## config.mk

```make
export PLATFORM = sky130hd
export DESIGN_NAME = prescale_timer_ctrl
export DESIGN_NICKNAME = d
export VERILOG_FILES = /design/src/rtl/prescale_timer_ctrl.sv
export SDC_FILE = /design/constraint.sdc
export NUM_CORES = 1
export LEC_CHECK = 0
export CAP_MARGIN = 10
export CELL_PAD_IN_SITES_DETAIL_PLACEMENT = 2
export CELL_PAD_IN_SITES_GLOBAL_PLACEMENT = 2
export CORE_UTILIZATION = 31
export CTS_CLUSTER_SIZE = 25
export DETAILED_ROUTE_END_ITERATION = 10
export GPL_TIMING_DRIVEN = 0
export PLACE_DENSITY = 0.88
export SETUP_SLACK_MARGIN = 0.15
export SLEW_MARGIN = 10
export SYNTH_ARGS = -nofsm -noshare
export SYNTH_HDL_FRONTEND = slang
export SYNTH_SLANG_ARGS = --single-unit
```

## constraint.sdc

```tcl
create_clock -name i_clk -period 1.82 [get_ports i_clk]
set_input_delay 0.273 -clock i_clk [delete_from_list [all_inputs] [get_ports i_clk]]
set_output_delay 0.273 -clock i_clk [all_outputs]
set_load 0.02 [all_outputs]
```

## src/rtl/prescale_timer_ctrl.sv

```systemverilog
// -----------------------------------------------------------------------------
// prescale_timer_ctrl
//
// Prescaled down-counting timer. A free-running prescaler divides clk by M
// while the timer runs; every M-th cycle produces a tick, and each tick
// consumes one unit of the latched period. At the end of a timer cycle a
// one-cycle done pulse is issued; one-shot runs then return to idle, while
// periodic runs reload the period and keep going without a gap.
//
// Parameters
//   M : prescaler modulus (clk cycles per tick), M >= 2
//   W : width of period / count
//   N : prescaler register width
//
// Ports
//   i_clk    : clock, rising-edge active
//   i_rstb   : asynchronous active-low reset
//   i_start  : launch request (only honoured in idle)
//   i_stop   : abort request (wins over start and over a final tick)
//   i_mode   : 0 = one-shot, 1 = periodic, latched with start
//   i_period : ticks per timer cycle, latched with start (0 is rejected)
//   o_busy   : high while running
//   o_tick   : combinational prescaled tick
//   o_count  : remaining ticks in the current timer cycle
//   o_done   : registered one-cycle pulse at the end of each timer cycle
//   o_err    : registered one-cycle pulse on a rejected (period = 0) start
// -----------------------------------------------------------------------------
module prescale_timer_ctrl #(
  parameter int M = 10,
  parameter int W = 8,
  parameter int N = $clog2(M)
) (
  input  logic         i_clk,
  input  logic         i_rstb,
  input  logic         i_start,
  input  logic         i_stop,
  input  logic         i_mode,
  input  logic [W-1:0] i_period,
  output logic         o_busy,
  output logic         o_tick,
  output logic [W-1:0] o_count,
  output logic         o_done,
  output logic         o_err
);

  localparam logic [0:0] S_IDLE = 1'b0;
  localparam logic [0:0] S_RUN  = 1'b1;

  // Last prescaler value before the wrap; the prescaler never reaches M.
  localparam logic [N-1:0] PRESC_LAST = N'(M - 1);

  logic [0:0]   r_state;
  logic [N-1:0] r_presc;
  logic [W-1:0] r_count;
  logic         r_mode;
  logic [W-1:0] r_period;
  logic         r_done;
  logic         r_err;

  logic         w_run;
  logic         w_tick;
  logic         w_last_tick;

  assign w_run       = (r_state == S_RUN);
  assign w_tick      = w_run && (r_presc == PRESC_LAST);
  // Count is never 0 while running, so "== 1" marks the final tick.
  assign w_last_tick = w_tick && (r_count == W'(1));

  always_ff @(posedge i_clk or negedge i_rstb) begin
    if (!i_rstb) begin
      r_state  <= S_IDLE;
      r_presc  <= '0;
      r_count  <= '0;
      r_mode   <= 1'b0;
      r_period <= '0;
      r_done   <= 1'b0;
      r_err    <= 1'b0;
    end else begin
      // Both flags are single-cycle pulses by default.
      r_done <= 1'b0;
      r_err  <= 1'b0;
      case (r_state)
        S_IDLE: begin
          r_presc <= '0;
          r_count <= '0;
          // stop suppresses both the launch and the error pulse.
          if (i_start && !i_stop) begin
            if (i_period != '0) begin
              r_state  <= S_RUN;
              r_count  <= i_period;
              r_mode   <= i_mode;
              r_period <= i_period;
            end else begin
              r_err <= 1'b1;
            end
          end
        end

        S_RUN: begin
          if (i_stop) begin
            // Abort takes precedence over a coincident final tick.
            r_state <= S_IDLE;
            r_presc <= '0;
            r_count <= '0;
          end else begin
            r_presc <= w_tick ? '0 : (r_presc + N'(1));
            if (w_last_tick) begin
              r_done <= 1'b1;
              if (r_mode) begin
                r_count <= r_period;
              end else begin
                r_state <= S_IDLE;
                r_count <= '0;
              end
            end else if (w_tick) begin
              r_count <= r_count - W'(1);
            end
          end
        end

        default: begin
          r_state <= S_IDLE;
          r_presc <= '0;
          r_count <= '0;
        end
      endcase
    end
  end

  assign o_busy  = w_run;
  assign o_tick  = w_tick;
  assign o_count = r_count;
  assign o_done  = r_done;
  assign o_err   = r_err;

endmodule

```

# After elaboration in Yosys (flattened, before gate mapping)
# Cells that the tools add are included.
word_totals:
  ff_bits: 24
  inputBits: 13
  output_inout_bits: 12
  wordCells: 41
op_classes:
  addsub: 2
  n_eq_ne: 3
  muxes: 22
  bitwise_logic: 1
  reduce_logical: 6
ops:
  columns: ["op", "count"]
  rows:
  - ["8-bit two-way mux", 6]
  - ["8-bit case mux with 2 select lines", 1]
  - ["1-bit two-way mux", 11]
  - ["8-bit by 1-bit equality test with 1-bit output (second input constant)", 1]
  - ["4-bit two-way mux", 2]
  - ["4-bit case mux with 2 select lines", 1]
  - ["8-bit nonzero test", 1]
  - ["8-bit by 1-bit subtractor with 8-bit output (second input constant)", 1]
  - ["4-bit by 1-bit adder with 4-bit output (second input constant)", 1]
  - ["4-bit equality test (second input constant)", 1]
  - ["4-bit by 2-bit inequality test with 1-bit output (second input constant)", 1]
  - ["1-bit logical AND", 3]
  - ["3-bit AND reduction", 1]
  - ["1-bit case mux with 2 select lines", 1]
  - ["1-bit logical NOT", 1]
  - ["1-bit inverter", 1]

# Depth between registers and ports, before layout
logic_depth:
  depth_word: 6
  depth_mapped: 7
  mapped_depth_nobuf: 6

# Least setup slack after synthesis
# OpenSTA, ideal clock, no wires.
synth_timing:
  kind: "register to register"
  start: "register r_count[1] (netlist: o_count[1])"
  end: "register r_count[3] (netlist: o_count[3])"
  setup_time_ns: 0.069
  t_arrival_ns: 1.702
  required_time_ns: 1.751
  setup_slack_ns: 0.048
  stages_incl_launch_ff: 8
  n_path_buf: 1
  synth_period_minus_slack_ns: 1.772
  path_cell_list: "dfrtp_1 -> inv_1 -> ha_1 -> and4bb_1 -> and2_1 -> buf_2 -> a211o_2 -> nand3_1"
synth_between:
  elab_chain_len: 5
  word_cells_on_any_way: 8
  classes_between: "1 x add/sub; 2 x eq/ne; 4 x mux; 1 x reduce/logical"
synth_rtl:
  columns: ["item", "line", "rtl"]
  rows:
  - ["start: declaration", "54", "logic [W-1:0] r_count;"]
  - ["start signal: assignment", "90", "r_count <= i_period;"]
  - ["start signal: assignment", "110", "r_count <= r_period;"]
  - ["start signal: assignment", "116", "r_count <= r_count - W'(1);"]
  - ["8-bit by 1-bit subtractor with 8-bit output or 8-bit by 1-bit equality test with 1-bit output (tied branches)", "116, 67", null]
  - ["8-bit two-way mux or 1-bit logical AND (tied branches)", "115, 67", null]
  - ["8-bit two-way mux", "107", "if (w_last_tick) begin"]
  - ["8-bit two-way mux", "100", "if (i_stop) begin"]
  - ["8-bit case mux with 2 select lines", "82", "case (r_state)"]
# Several ways; a longest one is shown, not always the timed one. The select of a mux whose other input is x is not followed.
# A chain may end at the register's enable or synchronous reset.

# Worst setup path in the final report
layout_timing:
  start: "register r_count[0] (netlist: o_count[0])"
  end: "register r_count[5] (netlist: o_count[5])"
# The elaborated chain is that of the path after synthesis.

==> impl_metrics.ini <==
[critical_path]
setup.worst_path.end_class = flop
worst_setup_slack_for_register_to_register_paths_ns = 0.05
arrival_ns = 1.96
cp.required_ns = 2.02
rr_startpoint = o_count[0]$_DFFE_PN0P_
kind_of_launch_point_of_the_worst_setup_path = flop
critPathKind = reg2reg
critPathMaxFanout = 7
crit_path_from = o_count[0]$_DFFE_PN0P_

[clock_network]
cts_htree_levels = 1
cts.reportedPaths.clkPinSlew_ns = 0.09
cts-root-buf = sky130_fd_sc_hd__clkbuf_8
tritoncts = done
clkLatencyLatePin_ns = 0.27
cts.sink_count = 24
cts_buffer_depth = 2
number_of_clock_buffers_inserted_by_tritoncts = 3

[yosys]
synth_largest_type_area_fraction = 0.4720
syn_avg_cell_area_um2 = 9.941
synthTopCellsByArea = sky130_fd_sc_hd__dfrtp_1 (47%), sky130_fd_sc_hd__a22o_1 (4.1%), sky130_fd_sc_hd__ha_1 (3.9%)
synth.ff_latch_count = 24
yosys_warnings = 0
synthMostInstantiatedCell = sky130_fd_sc_hd__dfrtp_1
ys_seq_area_frac = 0.4720
most_frequent_cells_after_synthesis = sky130_fd_sc_hd__dfrtp_1 (24), sky130_fd_sc_hd__nand2_1 (9), sky130_fd_sc_hd__nor2_1 (9)
synth-main-ff-cell = sky130_fd_sc_hd__dfrtp_1
synth_top_cell_by_area = sky130_fd_sc_hd__dfrtp_1
synth.distinct_cells = 39
syn-num-nets = 145
netlist_instances = 128
syn_area_mm2 = 0.001272
async_flop_share = 1.000
synth_edf_count = 0

[timing]
setup_viol_count_final = 0
fmax_mhz = 566.0
ratio_of_final_minimum_period_to_clock_period = 0.9707
max_slew_margin = 0.2430
maxSlewViolCount = 0
setup_repair_after_global_routing_missed_its_margin = yes
layout_setup_ws_ns = 0.05325
layout_min_cycle_time_ns = 1.767
final_hold_viol_count = 0
timing.clock.skew_ns = 0.002599
worst_pin_slew_ns = 1.132
holdWs_ns = 0.4253

[pwr]
vdd.ir_drop.worst_uv = 374.0
finalPower_w = 0.001519
cellPowerDensity_mw_per_mm2 = 799.3
cellLeakagePower_nw = 0.8905

[placed_design]
detailedPlacementHpwl_um = 3018
placed_area_mm2 = 0.001575
place_ws_ns = -0.4913
port_buffers = 24
place.gp.congestion = 0.7972

[hold_path]
hold_path.class = in2reg
hp-start = i_period[0]

[global_routing]
vias_in_the_first_global_route = 1370
grt_pass1_wl_um = 7465
globalRouteTotalUtil = 0.2383
grt_max_degree = 25
grt_antenna_before_repair = 0
grt_total_ovfl = 0

[die]
coreArea_mm2 = 0.003799
initial_core_util = 0.3350
fp.dieArea_mm2 = 0.004365
num_rows = 22
dieWidth_um = 66.07
boundaryPins = 25
chipHeight_um = 66.07

[finish]
fin_nets = 187
finish.utilization = 0.5003
n_antenna_cell = 0
area_growth_pct = 49.36
drive_gt1_frac = 0.2840
post-route-cell-area_mm2 = 0.001901

[route]
via_per_inst = 5.747
drt_iter0_markers = 22
drt_pre_antenna_iters = 4
vias = 1247
wl_um = 5050
wl_per_cell_um = 23.27
final_antenna_net_count = 0
drc_errors = 0

[flow_run]
max-cap-violations = 0

[status]
outcome = finished, final reports clean
[repair_timing]
action | 4_1_cts | 5_1_grt
pin swaps | 1 | 2
gates resized for setup | 27 | 20
gates cloned | 0 | 0
hold buffers | 0 | 0
setup buffers | 10 | 3
endpoints found under the setup margin | 29 | 16
[cell type report]
| type | count | area [µm²] |
|---|---|---|
| clock buffer | 3 | 41.29 |
| multi-input combinational | 95 | 749.5 |
| fill | 400 | 1898 |
| buffer | 5 | 35.03 |
| sequential | 24 | 608.1 |
| timing repair buffer | 37 | 361.6 |
| inverter | 4 | 15.01 |
| tap | 48 | 60.06 |
| clock inverter | 1 | 30.03 |
[metrics by stage]
| stage | setup TNS (ns) | instances |
|---|---|---|
| after floorplan | 0 | 128 |
| after global placement | -4.092 | 200 |
| after detailed placement | -5.949 | 200 |
| after CTS | 0 | 214 |
| after global routing | 0 | 217 |
| final | 0 | 217 |
[worst paths after layout]
kind                                                end  cells past startpoint
worst max-delay path             o_count[5]$_DFFE_PN0P_                      4
worst min-delay path            r_period[0]$_DFFE_PN0P_                      2
worst max register to register   o_count[5]$_DFFE_PN0P_                      4
worst min register to register  r_period[2]$_DFFE_PN0P_                      1
max in group asynchronous              o_busy$_DFF_PN0_                      1
min in group asynchronous       r_period[7]$_DFFE_PN0P_                      1
[power by group]
| group | internal, W | total, W | switching (W) |
|---|---|---|---|
| sequential | 0.000592 | 0.000658 | 0.0000654 |
| combinational | 0.000176 | 0.000378 | 0.000201 |
| clock | 0.000294 | 0.000484 | 0.000190 |
[sequential cells by signal (all words and copies together), names as in the netlist]
name	count
o_count	8
r_period	8
r_presc	4
o_busy	1
o_done	1
o_err	1
r_mode	1
[kinds of logic after synthesis]
| kind of cell | synth area share |
|---|---|
| muxes | 0.008849 |
| buffers and inverters | 0.02752 |
| DFF | 0.4720 |
| xor gates and xnor gates | 0.02754 |
| adders and majority gates | 0.03933 |
| and+or+nand+nor | 0.2193 |
| AOI/OAI and AO/OA | 0.2055 |
[metal layers]
layer,track usage,part of all wire,up-vias
met2,0.4247,0.53,22
met4,0.07447,0.010,0
li1,-,-,564
met3,0.03276,0.017,6
met1,0.2937,0.44,655
met5,0,0,-
[cells in the final DEF (no fill, tap or decap), types with 4 or more instances in the layout]
cell                               n
sky130_fd_sc_hd__nor2_1            7
sky130_fd_sc_hd__a31oi_1           7
sky130_fd_sc_hd__nand3_1           5
sky130_fd_sc_hd__o21ai_1           5
sky130_fd_sc_hd__a21o_1            4
sky130_fd_sc_hd__dfrtp_1          18
sky130_fd_sc_hd__and2_1            4
sky130_fd_sc_hd__a22o_1            6
sky130_fd_sc_hd__clkdlybuf4s50_1  16
sky130_fd_sc_hd__buf_4            13
sky130_fd_sc_hd__dfrtp_2           6
sky130_fd_sc_hd__clkbuf_8          4
sky130_fd_sc_hd__dlymetal6s2s_1    5
sky130_fd_sc_hd__nand2_1           7
[worst max-delay path: stages, from the launching register on]
cell and delay [ns]:
sky130_fd_sc_hd__dfrtp_2 0.44, sky130_fd_sc_hd__buf_12 0.14, sky130_fd_sc_hd__or4_4 0.54, sky130_fd_sc_hd__or4_4 0.43, sky130_fd_sc_hd__a31oi_1 0.14
Note: power is estimated with default switching activity, not from simulation.
